### src/rtl/dmem_arbiter.sv
// dmem_arbiter: two-master single-port data memory arbiter with m1 lock; DMEM_ARB_RR_EN selects round-robin over fixed m0 priority
module dmem_arbiter #(
  parameter int AW = 32,
  parameter int DW = 32
) (
  input  logic          clk,
  input  logic          reset,
  input  logic          m0_req,
  input  logic          m0_we,
  input  logic [AW-1:0] m0_addr,
  input  logic [DW-1:0] m0_wdata,
  output logic          m0_gnt,
  output logic          m0_rvalid,
  output logic [DW-1:0] m0_rdata,
  input  logic          m1_req,
  input  logic          m1_we,
  input  logic [AW-1:0] m1_addr,
  input  logic [DW-1:0] m1_wdata,
  input  logic          m1_lock,
  output logic          m1_gnt,
  output logic          m1_rvalid,
  output logic [DW-1:0] m1_rdata,
  output logic          mem_en,
  output logic          mem_we,
  output logic [AW-1:0] mem_addr,
  output logic [DW-1:0] mem_wdata,
  input  logic [DW-1:0] mem_rdata,
  output logic          cpu_stall
);
  typedef enum logic [1:0] {IDLE, OWN0, OWN1, LOCK1} state_t;
  state_t state;
  logic [4:0] cnt;
  logic rdy, pend0, pend1, en, lk, force0, pref1, g0, g1;
  assign en = reset & rdy;
  assign lk = (state == LOCK1) & m1_req & m1_lock;
  assign force0 = lk & m0_req & (cnt == 5'd16);
`ifdef DMEM_ARB_RR_EN
  assign pref1 = (state == OWN0);
`else
  assign pref1 = 1'b0;
`endif
  assign g1 = en & m1_req & (lk ? ~force0 : (~m0_req | pref1));
  assign g0 = en & m0_req & ~g1;
  assign m0_gnt = g0;
  assign m1_gnt = g1;
  assign mem_en = g0 | g1;
  assign mem_we = (g0 & m0_we) | (g1 & m1_we);
  assign mem_addr = g1 ? m1_addr : g0 ? m0_addr : '0;
  assign mem_wdata = g1 ? m1_wdata : g0 ? m0_wdata : '0;
  assign m0_rvalid = pend0 & reset;
  assign m1_rvalid = pend1 & reset;
  assign m0_rdata = m0_rvalid ? mem_rdata : '0;
  assign m1_rdata = m1_rvalid ? mem_rdata : '0;
  assign cpu_stall = m0_req & ~g0;
  // owner tracking, lock bound counter and pending read responses
  always_ff @(posedge clk) begin
    if (!reset) begin
      state <= IDLE;
      cnt <= '0;
      rdy <= 1'b0;
      pend0 <= 1'b0;
      pend1 <= 1'b0;
    end else begin
      rdy <= 1'b1;
      pend0 <= g0 & ~m0_we;
      pend1 <= g1 & ~m1_we;
      if (g0) begin
        state <= OWN0;
        cnt <= '0;
      end else if (g1) begin
        state <= m1_lock ? LOCK1 : OWN1;
        cnt <= !m1_lock ? '0 : m0_req ? cnt + 5'd1 : cnt;
      end else if (state == LOCK1 && !lk) begin
        state <= OWN1;
        cnt <= '0;
      end
    end
  end
endmodule

### config.mk
export PLATFORM = sky130hd
export DESIGN_NAME = dmem_arbiter
export DESIGN_NICKNAME = d
export VERILOG_FILES = /design/src/rtl/dmem_arbiter.sv
export SDC_FILE = /design/constraint.sdc
export NUM_CORES = 1
export LEC_CHECK = 0
export ABC_AREA = 0
export CAP_MARGIN = 30
export CORE_AREA = 2 2 116 118
export CTS_CLUSTER_DIAMETER = 120
export CTS_CLUSTER_SIZE = 8
export DETAILED_ROUTE_END_ITERATION = 10
export DIE_AREA = 0 0 118 120
export DONT_BUFFER_PORTS = 1
export PLACE_DENSITY_LB_ADDON = 0.25
export SYNTH_ARGS = -nofsm -noshare
export SYNTH_HDL_FRONTEND = slang
export SYNTH_SLANG_ARGS = --single-unit
export TNS_END_PERCENT = 10
### constraint.sdc
create_clock -name clk -period 1.51 [get_ports clk]
set_input_delay 0 -clock clk [delete_from_list [all_inputs] [get_ports clk]]
set_output_delay 0 -clock clk [all_outputs]
set_load 0.03 [all_outputs]
# Word-level counts from Yosys, hierarchy flattened
# Index checks and enable logic that the tools add are counted.
# W data, S select, Z words.
totals:
  ff_bits: 10
  output_inout_bits: 135
  latch_bits: 0
  memories: 0
  ram_bits: 0
  in_bits: 167
  rom_bits: 0
classes:
  add_sub_neg: 1
  n_reduce_logical: 6
  n_div: 0
  multipliers: 0
  magnitude_cmp: 0
  shift: 0
  n_mux: 16
  eq_ne: 3
  bitwise: 25
op_table:
  columns: ["op", "n"]
  rows:
  - ["$mux W32", 6]
  - ["$mux W5", 4]
  - ["$and A1 B1 Y1", 16]
  - ["$not A1 Y1", 7]
  - ["$add A5 B1 Y5 const B", 1]
  - ["$eq A5 B5 Y1 const B", 1]
  - ["$mux W1", 4]
  - ["$mux W2", 2]
  - ["$ne A3 B3 Y1 const B", 1]
  - ["$reduce_bool A3 Y1", 1]
  - ["$eq A2 B2 Y1 const B", 1]
  - ["$or A1 B1 Y1", 2]
  - ["$reduce_and A2 Y1", 1]
  - ["$reduce_bool A2 Y1", 1]
  - ["$reduce_or A2 Y1", 1]
  - ["$logic_and A1 B1 Y1", 1]
  - ["$logic_not A1 Y1", 1]

# Depth between registers and ports, before layout
# Gate-level depths: netlist of the first run.
depth:
  word_depth: 12
  mapped_depth: 9
  depth_no_buf: 6

# Worst setup path before layout of the first run
# No wires, ideal clock.
synth_path:
  kind: "flip-flop to output port"
  from: "reg cnt[0]"
  to: "out mem_wdata[24]"
  path_slack_ps: -405
  arrival_ps: 1915
  required_time_ps: 1510
  path_stages_with_launch: 9
  path_cell_list: "dfxtp_1 inv_1 ha_1 and4bb_4 o21ai_2 and3_1 buf_2 buf_2 a22o_1"
synth_via:
  elab_chain_cells: 9
synth_rtl:
  columns: ["element", "line", "source"]
  rows:
  - ["from (decl)", "32", "logic [4:0] cnt;"]
  - ["from (signal assigned)", "72", "cnt <= !m1_lock ? '0 : m0_req ? cnt + 5'd1 : cnt;"]
  - ["$eq A5 B5 Y1 *", "36", "assign force0 = lk & m0_req & (cnt == 5'd16);"]
  - ["$and A1 B1 Y1 *", "36", null]
  - ["$not A1 Y1 *", "42", "assign g1 = en & m1_req & (lk ? ~force0 : (~m0_req | pref1));"]
  - ["$mux W1 *", "42", null]
  - ["$and A1 B1 Y1 *", "42", null]
  - ["net m1_gnt", "20", "output logic m1_gnt,"]
  - ["$not A1 Y1", "43", "assign g0 = en & m0_req & ~g1;"]
  - ["$and A1 B1 Y1", "43", null]
  - ["$mux W32", "49", "assign mem_wdata = g1 ? m1_wdata : g0 ? m0_wdata : '0;"]
  - ["$mux W32 *", "49", null]
  - ["to (decl)", "26", "output logic [DW-1:0] mem_wdata,"]
# The timed path passes the listed nets; every way through them passes the cells marked *.

# Worst setup path in the final report of the first run
layout_path:
  from: "reg cnt[0]"
  to: "out mem_addr[9]"
layout_via:
  elab_chain_cells: 9
layout_rtl:
  columns: ["element", "line", "source"]
  rows:
  - ["$eq A5 B5 Y1 *", "36", null]
  - ["$and A1 B1 Y1 *", "36", null]
  - ["$not A1 Y1 *", "42", null]
  - ["$mux W1 *", "42", null]
  - ["$and A1 B1 Y1 *", "42", null]
  - ["$not A1 Y1", "43", null]
  - ["$and A1 B1 Y1", "43", null]
  - ["$mux W32", "48", "assign mem_addr = g1 ? m1_addr : g0 ? m0_addr : '0;"]
  - ["$mux W32 *", "48", null]
  - ["to (decl)", "25", "output logic [AW-1:0] mem_addr,"]
# Mark *: on every way between the ends. The rest lies on a longest branch, timed or not.

==> results.tsv, run 1 <==
metric	value	unit
Main synth FF type	dfxtp_1	
met3 Usage GRT	0.0280	
Mapped Nets	391	
commonest non-fill, non-tap cell in the layout	and3_1	
Synth top area share	0.339	
WS Path Type	flop to output pin	
max-slew violations	0	
# fillers	1391	
DR vias/cell	4.84	
CTS Sinks	10	
failing checks	negative setup slack	
Cell Pwr Density	460	nW/µm²
total gr overflow	0	
final period demand of the worst path	1930	ps
leading area contributor after synthesis	a22o_1	
final hold violations	0	
CP arrival	1930	ps
fin nets	413	
CP max stage delay	330	ps
first-pass GRT wire length	11700	µm
layout cells sized above 1	0.523	
status	complete, but fails checks	
starting density of the core	0.129	
number of detailed-route iterations in the first pass	4	
vias in the first global route	1897	
worst slew pin tran	337	ps
reg-to-reg setup timing slack	-140	ps
Synth cell types	33	
Routed WL	9120	µm
worst r2r src	cnt[0]	
setup ws final	-416	ps
Detail Route Antenna Nets	0	
Synth area leaders	a22o_1, and3_1, dfxtp_1	
Hold EP	cnt[1]	
fin crit share	1.28	
die width	118	µm
io pins	302	
Synth async-reset ratio	0	
clock slew at reported path FFs	50	ps
WL/cell	21.8	µm
Setup Total Neg Slack	-24280	ps
Initial DRC Count	99	
Seq/Total Area, Yosys	0.119	
CP required	1510	ps
total power	1.40	mW
CTS H-tree depth	1	
Die ar.	14200	µm²
Num CTS Buffers	3	
Reg-to-Reg End	pend1	
diode count	0	
chip height	120	µm
Critical Path Fanout Max	10	
Global Route met1 Usage	0.128	
Hold WC Path Type	primary input to flop	
Placer Congestion	0.811	
IO buf count	0	
most frequent cells in the layout	and3_1, a22o_4, buf_4	
synth-to-layout area growth	80.9	%
clk buf depth	2	
critical path cell sequence	inv_2 > ha_4 > and4bb_4 > o21ai_4 > and3_4 > buf_12 > buf_4 > a22o_4	
post-layout util	0.234	
Syn. warnings	0	
post-DP HPWL	7160	µm
Clock Skews	3.91	ps
Crit. End Element	output pin	
CTS tree	done	
MaxCap Viol Count	0	
Syn Area/Cell	7.56	µm²
critical path depth	8	
detailed-route DRC error count	0	
Leak	1.52	nW
Worst setup SP type	flop	
hold depth	3	
Mapped Cells	222	
CTS root buffer	clkbuf_16	
FP Rows	42	
Placeable Area	13000	µm²
worst vdd ir	262	µV
synthesized area	1680	µm²
FMAX	519	MHz
cells on worst reg2reg path	9	
RSZ-0062 raised after global routing	yes	
worst skew pair latency	240	ps
HP Start	reset	
flops & latches, synth	10	
vias	2026	
cell family with most CP delay	simple AND/OR/NAND/NOR gates	
Slew HR	0.776	
initial antenna violation count	0	
global route hottest layer	met2	
final setup fails	72	
largest net degree at the start of global routing	73	
WP buf/inv	3	
EDFF count, synth	0	
GRT Overall Usage	0.107	
CP max stage cell	dfxtp_2	
grt met2 use	0.189	
==> report_power, final <==
part / total, mW / switching [mW] / internal (mW) / leakage [nW]
Clock: 0.547 / 0.146 / 0.401 / 0.0442
Combinational: 0.576 / 0.334 / 0.242 / 1.39
Sequential: 0.273 / 0.00349 / 0.270 / 0.0823
Total: 1.40 / 0.484 / 0.913 / 1.52
==> worst reg2reg max path: stages (launching register included) <==
cell      delay (ps)
dfxtp_2          330
inv_2             50
ha_4             140
and4bb_4         210
o21ai_4          130
and3_4           250
buf_12           140
buf_12           110
buf_16           120
nor2b_1          130
==> layout make-up <==
cell class                      count  area [µm²]  area share
Sequential cell                    10         203      0.0668
Multi-Input combinational cell    179        1880       0.619
Inverter                            3        11.3     0.00371
Timing Repair Buffer               47         633       0.209
Tap cell                          176         220      0.0725
Clock buffer                        4        88.8      0.0293
==> routing by layer <==
metal | part of all wire | wire [µm]
met5 | 0 | 0
met4 | 0.0090 | 82
met3 | 0.097 | 883
met2 | 0.51 | 4690
met1 | 0.38 | 3460
==> cell usage after synthesis (2+ instances only) <==
cell	number
and2_1	3
clkbuf_1	18
buf_4	2
buf_6	4
and3_1	65
dfxtp_1	10
nor2b_1	4
nor3_1	3
nand2_1	5
a22o_1	65
o211ai_1	2
o21ba_2	2
a21o_1	2
a311oi_1	2
inv_1	3
a21oi_1	5
nand3_1	4
ha_1	2
buf_2	6
o21ai_0	2
==> timing repair <==
action,in CTS,in global routing
resized for setup,10,41
setup buffers,0,3
hold endpoints to repair,4,0
gates cloned,2,3
setup endpoints to repair,74,77
hold buffers,3,0
pin swaps,4,20
==> through the flow <==
step / hold slack, ps / instances / setup slack (ps) / area, µm²
2_1_floorplan: 27.7 / 222 / -138 / 2000
6_report: 36.6 / 419 / -416 / 3040
3_3_place_gp: 30.7 / 404 / -177 / 2450
4_1_cts: 60.6 / 413 / -435 / 2700
3_5_place_dp: 30.4 / 404 / -192 / 2450
5_1_grt: 55.1 / 419 / -494 / 3040
==> worst max-delay path by stage <==
stage               startpoint       endpoint  slack [ps]
floorplan               cnt[1]  mem_wdata[10]        -140
global placement        cnt[1]         mem_we        -180
detailed placement      cnt[0]         mem_we        -190
CTS                     cnt[0]    mem_addr[2]        -430
global route            cnt[0]   mem_addr[11]        -490
finish                  cnt[0]    mem_addr[9]        -420
==> sequential cells by signal, summed over array words and instances (netlist names) <==
register,flops
state,2
cnt,5
pend1,1
pend0,1
rdy,1
==> kinds of logic (layout without fill, tap and decap cells) <==
kind of cell,Yosys count,in the layout,synth area share
flops,10,10,0.119
fa+ha+maj,2,2,0.0149
compound gates,86,86,0.428
buf+inv,33,54,0.101
simple gates,91,91,0.337
Power figures use the tool's default switching activity.
==> run 2, diff against run 1 <==
Settings changed: CTS_CLUSTER_SIZE 8 to default, SKIP_CTS_REPAIR_TIMING from default to 1.
==> run 2 against run 1 <==
Net effect: the flow still finishes with violations (negative setup slack); global-route usage is 0.39 points lower; via count grew 0.59%; fmax down 0.37%; non-clock buffer count is the same; wire length barely moved; clock skew is essentially flat; sequential cell count unchanged; sequential share of layout area is essentially flat; sequential power about the same; final cell count is the same; critical endpoint is now mem_addr[3]; largest cell class unchanged; highest routed layer unchanged.
==> results.tsv, run 2 (same netlist as run 1, synthesis figures left out) <==
metric	value	unit	change
die width	118	µm	unchanged
internal power	910	µW	-0.29%
DP Area	2450	µm²	unchanged
clock slew at reported path FFs	50	ps	about the same
Leak	1.51	nW	-0.35%
dpl cells	404		unchanged
final hold violations	0		unchanged
chip height	120	µm	unchanged
sequential share of power	0.196		about the same
setup ws final	-423	ps	-7.09 ps
starting density of the core	0.129		unchanged
Worst setup SP type	flop		
area of the multi-input gates	1880	µm²	about the same
Cell Pwr Density	459	nW/µm²	-0.13%
Crit. End Element	output pin		
fin crit share	1.28		+0.00470
Clock Skews	3.80	ps	-0.111 ps
final setup fails	72		unchanged
CP arrival	1930	ps	about the same
vias	2038		+0.59%
Top reg by flops	cnt		
layout cells sized above 1	0.523		unchanged
CTS H-tree depth	1		unchanged
worst vdd ir	261	µV	-0.26%
most frequent cells in the layout	and3_1, a22o_4, buf_4		
Critical Path Fanout Max	10		unchanged
Placer Congestion	0.811		unchanged
WS Path Type	flop to output pin		
first-pass GRT wire length	11300	µm	-3.8%
Routed WL	9120	µm	about the same
CP dominant cell by count	buf_12		
Detail Route Antenna Nets	0		unchanged
CTS Sinks	10		unchanged
MaxCap Viol Count	0		unchanged
cell area after layout	3030	µm²	about the same
CP max stage delay	320	ps	about the same
WHS	34.3	ps	-2.29 ps
IO buf count	0		unchanged
FMAX	517	MHz	-0.37%
final period demand of the worst path	1930	ps	+7.09 ps
number of detailed-route iterations in the first pass	4		unchanged
worst slew pin tran	337	ps	unchanged
CTS tree	done		
vias in the first global route	1847		-2.6%
Initial DRC Count	83		-16%
Num CTS Buffers	3		unchanged
synth-to-layout area growth	80.8	%	about the same
status	complete, but fails checks		
RSZ-0062 raised after global routing	yes		
Die ar.	14200	µm²	unchanged
commonest non-fill, non-tap cell in the layout	and3_1		
Placement Setup Slack	-192	ps	unchanged
detailed-route DRC error count	0		unchanged
register area	203	µm²	unchanged
fin nets	413		unchanged
io pins	302		unchanged
# fillers	1394		+0.22%
total gr overflow	0		unchanged
clk buf depth	2		unchanged
largest net degree at the start of global routing	74		+1.4%
combinational power share	0.412		about the same
largest registers	cnt (5), state (2)		
Hold WC Path Type	primary input to flop		
Placeable Area	13000	µm²	unchanged
CTS root buffer	clkbuf_16		
GRT Overall Usage	0.103		-0.00393
Largest register FFs	5		unchanged
post-DP HPWL	7160	µm	unchanged
CP max stage cell	dfxtp_2		
Finished Layout Cells	419		unchanged
total power	1.39	mW	-0.18%
clock share of power	0.392		about the same
worst skew pair latency	240	ps	about the same
failing checks	negative setup slack		
sw frac	0.347		+0.000750
DR vias/cell	4.86		+0.59%
FP Rows	42		unchanged
initial antenna violation count	0		unchanged
CP required	1510	ps	about the same
NetSw	484	µW	about the same
max-slew violations	0		unchanged
WL/cell	21.8	µm	about the same
Slew HR	0.776		unchanged
critical path cell sequence	inv_2 > ha_4 > and4bb_4 > o21ai_4 > and3_4 > buf_12 > buf_12 > a22o_4 > buf_12		
diode count	0		unchanged
-- run 2: cell types whose count changed in the layout (fill, tap and decap cells not counted) --
cell / previous run / this run
a22o_1: 2 / 3
buf_6: 6 / 4
buf_4: 20 / 21
a22o_4: 58 / 57
nor2b_1: 3 / 2
nor2b_4: 1 / 2
bufbuf_16: 1 / 0
buf_16: 1 / 0
clkbuf_16: 5 / 8
-- run 2: stage by stage --
| step | util | setup TNS (ps) |
|---|---|---|
| after floorplan | - | -7390 |
| after global placement | 0.189 | -6980 |
| after detailed placement | 0.189 | -7980 |
| after CTS | 0.196 | -26370 |
| after global routing | 0.234 | -28270 |
| final | 0.234 | -23700 |
-- run 2: area by class of cell --
type / instances / share of cell area
multi-input cells: 179 / 0.619
repair buffers: 47 / 0.209
well taps: 176 / 0.0726
flip-flops and latches: 10 / 0.0668
clock buffers: 4 / 0.0293
inverters: 3 / 0.00371
-- run 2: worst max-delay path: cells and delay by family, from the launching register on --
kind                       cells  cell delay, ps
DFF                            1             320
AOI/OAI and AO/OA              2             320
adders and majority gates      1             120
and+or+nand+nor                2             450
buffers and inverters          4             480
-- run 2: power by group through the flow --
stage	Combinational [mW]	Clock, mW	Sequential, mW
detailed placement	0.493	0	0.278
floorplan	0.405	0	0.279
global placement	0.493	0	0.278
finish	0.574	0.546	0.273
CTS	0.495	0.561	0.273
global route	0.595	0.573	0.273
-- run 2: worst paths after layout --
| path | start | end | slack (ps) | cells past startpoint |
|---|---|---|---|---|
| worst max-delay path | cnt[0] | mem_addr[3] | -420 | 9 |
| worst max register to register | cnt[0] | state[1] | -110 | 8 |
| worst min register to register | cnt[0] | cnt[0] | 530 | 3 |
| worst min-delay path | reset | cnt[1] | 30 | 3 |
-- run 2: metal layers --
| layer | GRT usage | vias up | share of wire |
|---|---|---|---|
| met5 | 0 | - | 0 |
| met4 | 0.0271 | 0 | 0.0090 |
| met3 | 0.0247 | 4 | 0.092 |
| met2 | 0.187 | 164 | 0.52 |
| met1 | 0.121 | 945 | 0.38 |
| li1 | - | 925 | - |
